## src/rtl/edge_det_pkg.sv

```systemverilog
// Shared definitions for the multi-channel edge detector.
// Latency: n/a (constants and a combinational helper only).
// Backpressure: n/a.
//
// Contents:
//   MODE_* : encodings of the 2-bit edge-qualification mode.
//   popcount(): number of set bits in a 32-bit vector.
package edge_det_pkg;

    localparam logic [1:0] MODE_NONE = 2'b00;
    localparam logic [1:0] MODE_RISE = 2'b01;
    localparam logic [1:0] MODE_FALL = 2'b10;
    localparam logic [1:0] MODE_BOTH = 2'b11;

    function automatic logic [5:0] popcount(input logic [31:0] v);
        logic [5:0] n;
        n = '0;
        for (int i = 0; i < 32; i++) begin
            n = n + {5'd0, v[i]};
        end
        return n;
    endfunction

endpackage

```

## src/rtl/edge_det_channel.sv

```systemverilog
// One input channel: synchroniser, optional glitch filter, accepted level, direction, qualified pulse.
// Latency: pulse registered on edge SYNC_STAGES-1+FILTER_CYCLES (filter in) or SYNC_STAGES (filter out).
// Backpressure: none; pulses are fire-and-forget.
//
// Build option: MULTI_EDGE_DET_FILTER_EN adds the persistence filter (FILTER_CYCLES parameter).
// Ports: clk, reset (sync, active-low), warm (warm-up in progress), mode, sig_in (async raw input),
//        pulse_d (pulse about to be registered), pulse_q (registered pulse), dir_q (last accepted direction).
module edge_det_channel
    import edge_det_pkg::*;
#(
    parameter int SYNC_STAGES   = 2
`ifdef MULTI_EDGE_DET_FILTER_EN
    ,
    parameter int FILTER_CYCLES = 4
`endif
) (
    input  logic       clk,
    input  logic       reset,
    input  logic       warm,
    input  logic [1:0] mode,
    input  logic       sig_in,
    output logic       pulse_d,
    output logic       pulse_q,
    output logic       dir_q
);

    logic [SYNC_STAGES-1:0] sync_d, sync_q;
    logic                   lvl_d, lvl_q;
    logic                   dir_d;
    logic                   sync_out;
    logic                   xfer;
    logic                   rise_ok, fall_ok;

`ifdef MULTI_EDGE_DET_FILTER_EN
    localparam int              FC_W    = $clog2(FILTER_CYCLES + 1);
    localparam logic [FC_W-1:0] FC_LAST = FC_W'(FILTER_CYCLES - 1);
    logic [FC_W-1:0] fc_d, fc_q;
`endif

    always_comb begin
        sync_d   = {sync_q[SYNC_STAGES-2:0], sig_in};
        sync_out = sync_q[SYNC_STAGES-1];
        lvl_d    = lvl_q;
        xfer     = 1'b0;
`ifdef MULTI_EDGE_DET_FILTER_EN
        fc_d     = '0;
        if (warm) begin
            // Adopt whatever the pin shows so a line already high never looks like an edge.
            lvl_d = sync_out;
        end else if (sync_out != lvl_q) begin
            // The cycle that would bring the run length to FILTER_CYCLES accepts the level.
            if (fc_q == FC_LAST) begin
                lvl_d = sync_out;
                xfer  = 1'b1;
            end else begin
                fc_d = fc_q + FC_W'(1);
            end
        end
`else
        if (warm) begin
            lvl_d = sync_out;
        end else if (sync_out != lvl_q) begin
            lvl_d = sync_out;
            xfer  = 1'b1;
        end
`endif
        dir_d = xfer ? sync_out : dir_q;

        rise_ok = 1'b0;
        fall_ok = 1'b0;
        case (mode)
            MODE_NONE: begin rise_ok = 1'b0; fall_ok = 1'b0; end
            MODE_RISE: rise_ok = 1'b1;
            MODE_FALL: fall_ok = 1'b1;
            MODE_BOTH: begin rise_ok = 1'b1; fall_ok = 1'b1; end
            default:   begin rise_ok = 1'b0; fall_ok = 1'b0; end
        endcase
        pulse_d = xfer && (sync_out ? rise_ok : fall_ok);
    end

    always_ff @(posedge clk) begin
        if (!reset) begin
            sync_q  <= '0;
            lvl_q   <= 1'b0;
            dir_q   <= 1'b0;
            pulse_q <= 1'b0;
`ifdef MULTI_EDGE_DET_FILTER_EN
            fc_q    <= '0;
`endif
        end else begin
            sync_q  <= sync_d;
            lvl_q   <= lvl_d;
            dir_q   <= dir_d;
            pulse_q <= pulse_d;
`ifdef MULTI_EDGE_DET_FILTER_EN
            fc_q    <= fc_d;
`endif
        end
    end

endmodule

```

## src/rtl/multi_edge_detector.sv

```systemverilog
// Multi-channel edge detector: per-channel pulses/direction, sticky flags, shared saturating edge count.
// Latency: pulse visible after edge SYNC_STAGES-1+FILTER_CYCLES (filter in) or SYNC_STAGES (filter out); flags/count same edge.
// Backpressure: none; events are never stalled, the counter saturates instead of wrapping.
//
// Build option: MULTI_EDGE_DET_FILTER_EN compiles in the per-channel glitch filter.
// Ports: clk, reset (sync active-low), signal_in[WIDTH] (async), mode (00 none/01 rise/10 fall/11 both),
//        flag_clr[WIDTH] (W1C), count_clr, edge_pulse, edge_dir, any_edge, event_flag, edge_count[COUNT_W].
module multi_edge_detector
    import edge_det_pkg::*;
#(
    parameter int WIDTH         = 4,
    parameter int SYNC_STAGES   = 2,
    parameter int FILTER_CYCLES = 4,
    parameter int COUNT_W       = 16
) (
    input  logic               clk,
    input  logic               reset,
    input  logic [WIDTH-1:0]   signal_in,
    input  logic [1:0]         mode,
    input  logic [WIDTH-1:0]   flag_clr,
    input  logic               count_clr,
    output logic [WIDTH-1:0]   edge_pulse,
    output logic [WIDTH-1:0]   edge_dir,
    output logic               any_edge,
    output logic [WIDTH-1:0]   event_flag,
    output logic [COUNT_W-1:0] edge_count
);

    if (WIDTH < 1 || WIDTH > 32 || SYNC_STAGES < 2 || FILTER_CYCLES < 1 || COUNT_W < 1) begin : g_bad_cfg
        $error("multi_edge_detector: parameter out of range");
    end

`ifdef MULTI_EDGE_DET_FILTER_EN
    localparam int WARM = SYNC_STAGES + FILTER_CYCLES;
`else
    localparam int WARM = SYNC_STAGES + 1;
`endif
    localparam int              WU_W   = $clog2(WARM + 1);
    localparam logic [WU_W-1:0] WU_END = WU_W'(WARM);

    // Six spare bits hold a full 32-channel popcount, so the sum never wraps before saturation.
    localparam int               SUM_W   = COUNT_W + 6;
    localparam logic [SUM_W-1:0] CNT_MAX = {6'd0, {COUNT_W{1'b1}}};

    logic [WU_W-1:0]    wu_d, wu_q;
    logic               warm;
    logic [WIDTH-1:0]   pulse_d, pulse_q, dir_q;
    logic [WIDTH-1:0]   flag_d, flag_q;
    logic [COUNT_W-1:0] count_d, count_q;
    logic [5:0]         pc;
    logic [SUM_W-1:0]   base, sum;

    for (genvar i = 0; i < WIDTH; i++) begin : g_ch
        edge_det_channel #(
            .SYNC_STAGES   (SYNC_STAGES)
`ifdef MULTI_EDGE_DET_FILTER_EN
            ,
            .FILTER_CYCLES (FILTER_CYCLES)
`endif
        ) u_ch (
            .clk     (clk),
            .reset   (reset),
            .warm    (warm),
            .mode    (mode),
            .sig_in  (signal_in[i]),
            .pulse_d (pulse_d[i]),
            .pulse_q (pulse_q[i]),
            .dir_q   (dir_q[i])
        );
    end

    always_comb begin
        // Warm-up counter sits at 0 through reset, so warm-up restarts on every release.
        warm = (wu_q != WU_END);
        wu_d = warm ? wu_q + WU_W'(1) : wu_q;

        // Set beats clear when both hit the same bit in one cycle.
        flag_d = (flag_q & ~flag_clr) | pulse_d;

        // Flags and count use next-cycle pulses so they change on the same edge as edge_pulse.
        pc      = popcount(32'(pulse_d));
        base    = count_clr ? '0 : {6'd0, count_q};
        sum     = base + {{(SUM_W-6){1'b0}}, pc};
        count_d = (sum > CNT_MAX) ? {COUNT_W{1'b1}} : sum[COUNT_W-1:0];
    end

    always_ff @(posedge clk) begin
        if (!reset) begin
            wu_q    <= '0;
            flag_q  <= '0;
            count_q <= '0;
        end else begin
            wu_q    <= wu_d;
            flag_q  <= flag_d;
            count_q <= count_d;
        end
    end

    assign edge_pulse = pulse_q;
    assign edge_dir   = dir_q;
    assign any_edge   = |pulse_q;
    assign event_flag = flag_q;
    assign edge_count = count_q;

endmodule

```

## config.mk

```make
export PLATFORM = sky130hd
export DESIGN_NAME = multi_edge_detector
export DESIGN_NICKNAME = d
export VERILOG_FILES = /design/src/rtl/edge_det_pkg.sv /design/src/rtl/edge_det_channel.sv /design/src/rtl/multi_edge_detector.sv
export SDC_FILE = /design/constraint.sdc
export NUM_CORES = 1
export LEC_CHECK = 0
export BUFFER_PORTS_ARGS = -buffer_cell sky130_fd_sc_hd__buf_2
export CORE_MARGIN = 2
export CORE_UTILIZATION = 59
export CTS_BUF_LIST = sky130_fd_sc_hd__clkbuf_4
export DETAILED_ROUTE_END_ITERATION = 8
export GPL_ROUTABILITY_DRIVEN = 0
export PLACE_DENSITY = 0.86
export RECOVER_POWER = 50
export SYNTH_ARGS = -nofsm -noshare
export SYNTH_HDL_FRONTEND = slang
export SYNTH_SLANG_ARGS = --single-unit
```

## constraint.sdc

```tcl
create_clock -name clk -period 6.3 [get_ports clk]
set_input_delay 0.315 -clock clk [delete_from_list [all_inputs] [get_ports clk]]
set_output_delay 0.315 -clock clk [all_outputs]
set_load 0.05 [all_outputs]
```

==> metrics <==
status complete, no violations; Initial DRC Count 43; crit end category flip-flop; fin nets 246; core area 0.00300 mm^2; WS Path Type reg2reg; final setup fails 0; type of the tightest min-delay check in2reg; syn_area_per_cell 9.49 um^2; Yosys warnings 0; Mapped Nets 212; antenna viol nets, final 0; area grow syn2layout 12.2%; Cell variety after synth 43; commonest non-fill, non-tap cell in the layout dfxtp_1; global-route wire length before repair 5.30 mm; # diodes 0; Post-synth ARST share 0; CP max FO 14; worst reg-to-reg path cell count 10; Tmin final 3.54 ns; num rows 20; htree depth 2; Die ar. 0.00358 mm^2; IO buf count 41; routed wire length per instance 12.5 um; Die Y 59.9 um; met2 wire length 1.43 mm; critical path startpoint category flip-flop; Least-Margin Pin Slew 0.591 ns; leakage 0.000862 uW; vias per cell 5.33; Combinational Power Share 0.066; pins over their slew limit 0; Post-CTS Setup Bufs 0; clock sink total 42; commonest cells after routing, fill and taps aside 42 x dfxtp_1, 29 x buf_2, 21 x a21oi_1, 18 x nand2_1, 12 x clkbuf_1; cts hold-fix bufs 0; Root Buffer clkbuf_4; CTS tree yes; vias in the first global route 1,256; final core occ 0.688; final hold vios 0; die width 59.9 um; proportion of layout cells with a drive suffix above 1 0.192; latest clock arrival within the worst-skew pair 0.37 ns; Remaining Overflow, GRT 0; RSZ-0062 raised after global routing no; total number of vias 1,396; Switching Share 0.232; Critical Path Start wu_q[0]; Setup TNS 0 ns; drt first pass iters 4; mapped cell area 0.00184 mm^2; internal power 374 uW; area leader, netlist dfxtp_1; CTS buffer count 5; GRT Overall Usage 0.205; wire length on met1 1.56 mm; Final Skew 0.0110 ns; clk buf depth 2; RR Startpoint wu_q[0]; Residual DRC 0; Final Cycle Share 0.561; I/O pin cnt 42; Max-Cap Viols 0; Post-synth top flop dfxtp_1; Post-CTS Resized 0; Max Clk Rate 283 MHz; Slew Limit Headroom 0.605; top-area cell type share of the netlist area 0.457; PD cells 236 mW/mm^2; final WL 3.26 mm; Clk pin slew, worst setup/hold paths 0.12 ns; initial antenna violation count 0; post-DP HPWL 2.27 mm; R2R setup slack 2.76 ns; Clk pwr share 0.364; WL met3 165 um; Seq/Total Area, Yosys 0.457; Seq pwr share 0.569; largest net degree at the start of global routing 21; Synth Register Bits 42; Post-synth EDFFs 0; Mapped Cells 194; top cells by area, synth dfxtp_1 46%, a21oi_1 5.7%, and2_1 4.1%; worst path required time 6.59 ns; switching pwr 113 uW; Initial Util 0.613; uppermost layer routed met4; Worst Setup EP edge_count[7]; reg2reg end edge_count[7]; Peak VDD IR 0.149 mV; worst endpoint data arrival time 3.83 ns
## stage by stage
step	cells	cell area, um^2	hold slack, ns	worst slack, ns	total power [uW]
CTS	262	2080	0.134	2.78	490
floorplan	194	1840	0.412	3.09	306
detailed placement	254	2000	0.419	2.80	316
global placement	254	2000	0.413	2.96	314
finish	262	2070	0.150	2.76	487
global route	262	2070	0.125	2.54	505
## critical path, stage by stage, from the launching register on
cell	delay, ns
dfxtp_1	0.37
ha_1	0.43
nand2_1	0.21
fa_1	0.53
fa_1	0.40
inv_1	0.08
fa_1	0.22
or2b_4	0.30
nor4_4	0.35
nand3_2	0.33
a21oi_1	0.26
## power by group through the flow
stage                     registers [uW]  clock network [uW]  logic [uW]
after global placement               282                   0        31.2
after floorplan                      283                   0        22.8
final                                277                 177        32.2
after detailed placement             283                   0        32.6
after CTS                            277                 181        32.8
after global routing                 278                 191        35.8
## worst min path at each step
stage	from	end	depth (start not counted)
after floorplan	g_ch[0].u_ch.sync_q[0]	g_ch[0].u_ch.sync_q[1]	1
after global placement	g_ch[3].u_ch.sync_q[0]	g_ch[3].u_ch.sync_q[1]	1
after detailed placement	g_ch[3].u_ch.sync_q[0]	g_ch[3].u_ch.sync_q[1]	1
after CTS	signal_in[2]	g_ch[2].u_ch.sync_q[0]	2
after global routing	signal_in[2]	g_ch[2].u_ch.sync_q[0]	2
final	signal_in[3]	g_ch[3].u_ch.sync_q[0]	2
## synth_stat cells (2+ instances only)
cell type / n
nand2_1: 18
and2_1: 12
o211ai_1: 2
nor2b_1: 6
o2111ai_1: 2
nand3b_1: 4
a21oi_1: 21
fa_1: 3
o21ai_0: 9
xor2_1: 6
and3_1: 2
and2b_1: 3
a31oi_1: 2
nor2_1: 8
inv_1: 6
ha_1: 2
dfxtp_1: 42
buf_4: 8
nand2b_1: 7
buf_1: 2
clkbuf_1: 3
xnor2_1: 5
## layer usage
| layer | GRT usage | up-vias |
|---|---|---|
| met5 | 0 | - |
| met4 | 0.140 | 0 |
| met3 | 0.0519 | 10 |
| met2 | 0.312 | 40 |
| met1 | 0.252 | 619 |
| li1 | - | 727 |
## kinds of logic after synthesis
group / Yosys count / share of synthesized area
adders and majority gates: 5 / 0.0462
xor gates and xnor gates: 11 / 0.0523
muxes: 1 / 0.00543
AOI/OAI and AO/OA: 42 / 0.136
and+or+nand+nor: 73 / 0.243
buffers and inverters: 20 / 0.0611
DFF: 42 / 0.457
## area by class of cell
class / count / area [um^2]
clock buffer: 6 / 45.0
clock inverter: 2 / 37.5
fill: 245 / 937
inverter: 6 / 22.5
multi-input combinational: 132 / 888
sequential: 42 / 841
tap: 33 / 41.3
timing repair buffer: 41 / 190
## flip-flops by register name (all words and copies together) (netlist names)
| signal | count |
|---|---|
| edge_count | 16 |
| event_flag | 4 |
| g_ch.u_ch.dir_q | 4 |
| g_ch.u_ch.lvl_q | 4 |
| g_ch.u_ch.pulse_q | 4 |
| g_ch.u_ch.sync_q | 8 |
| wu_q | 2 |
Power figures use the tool's default switching activity.
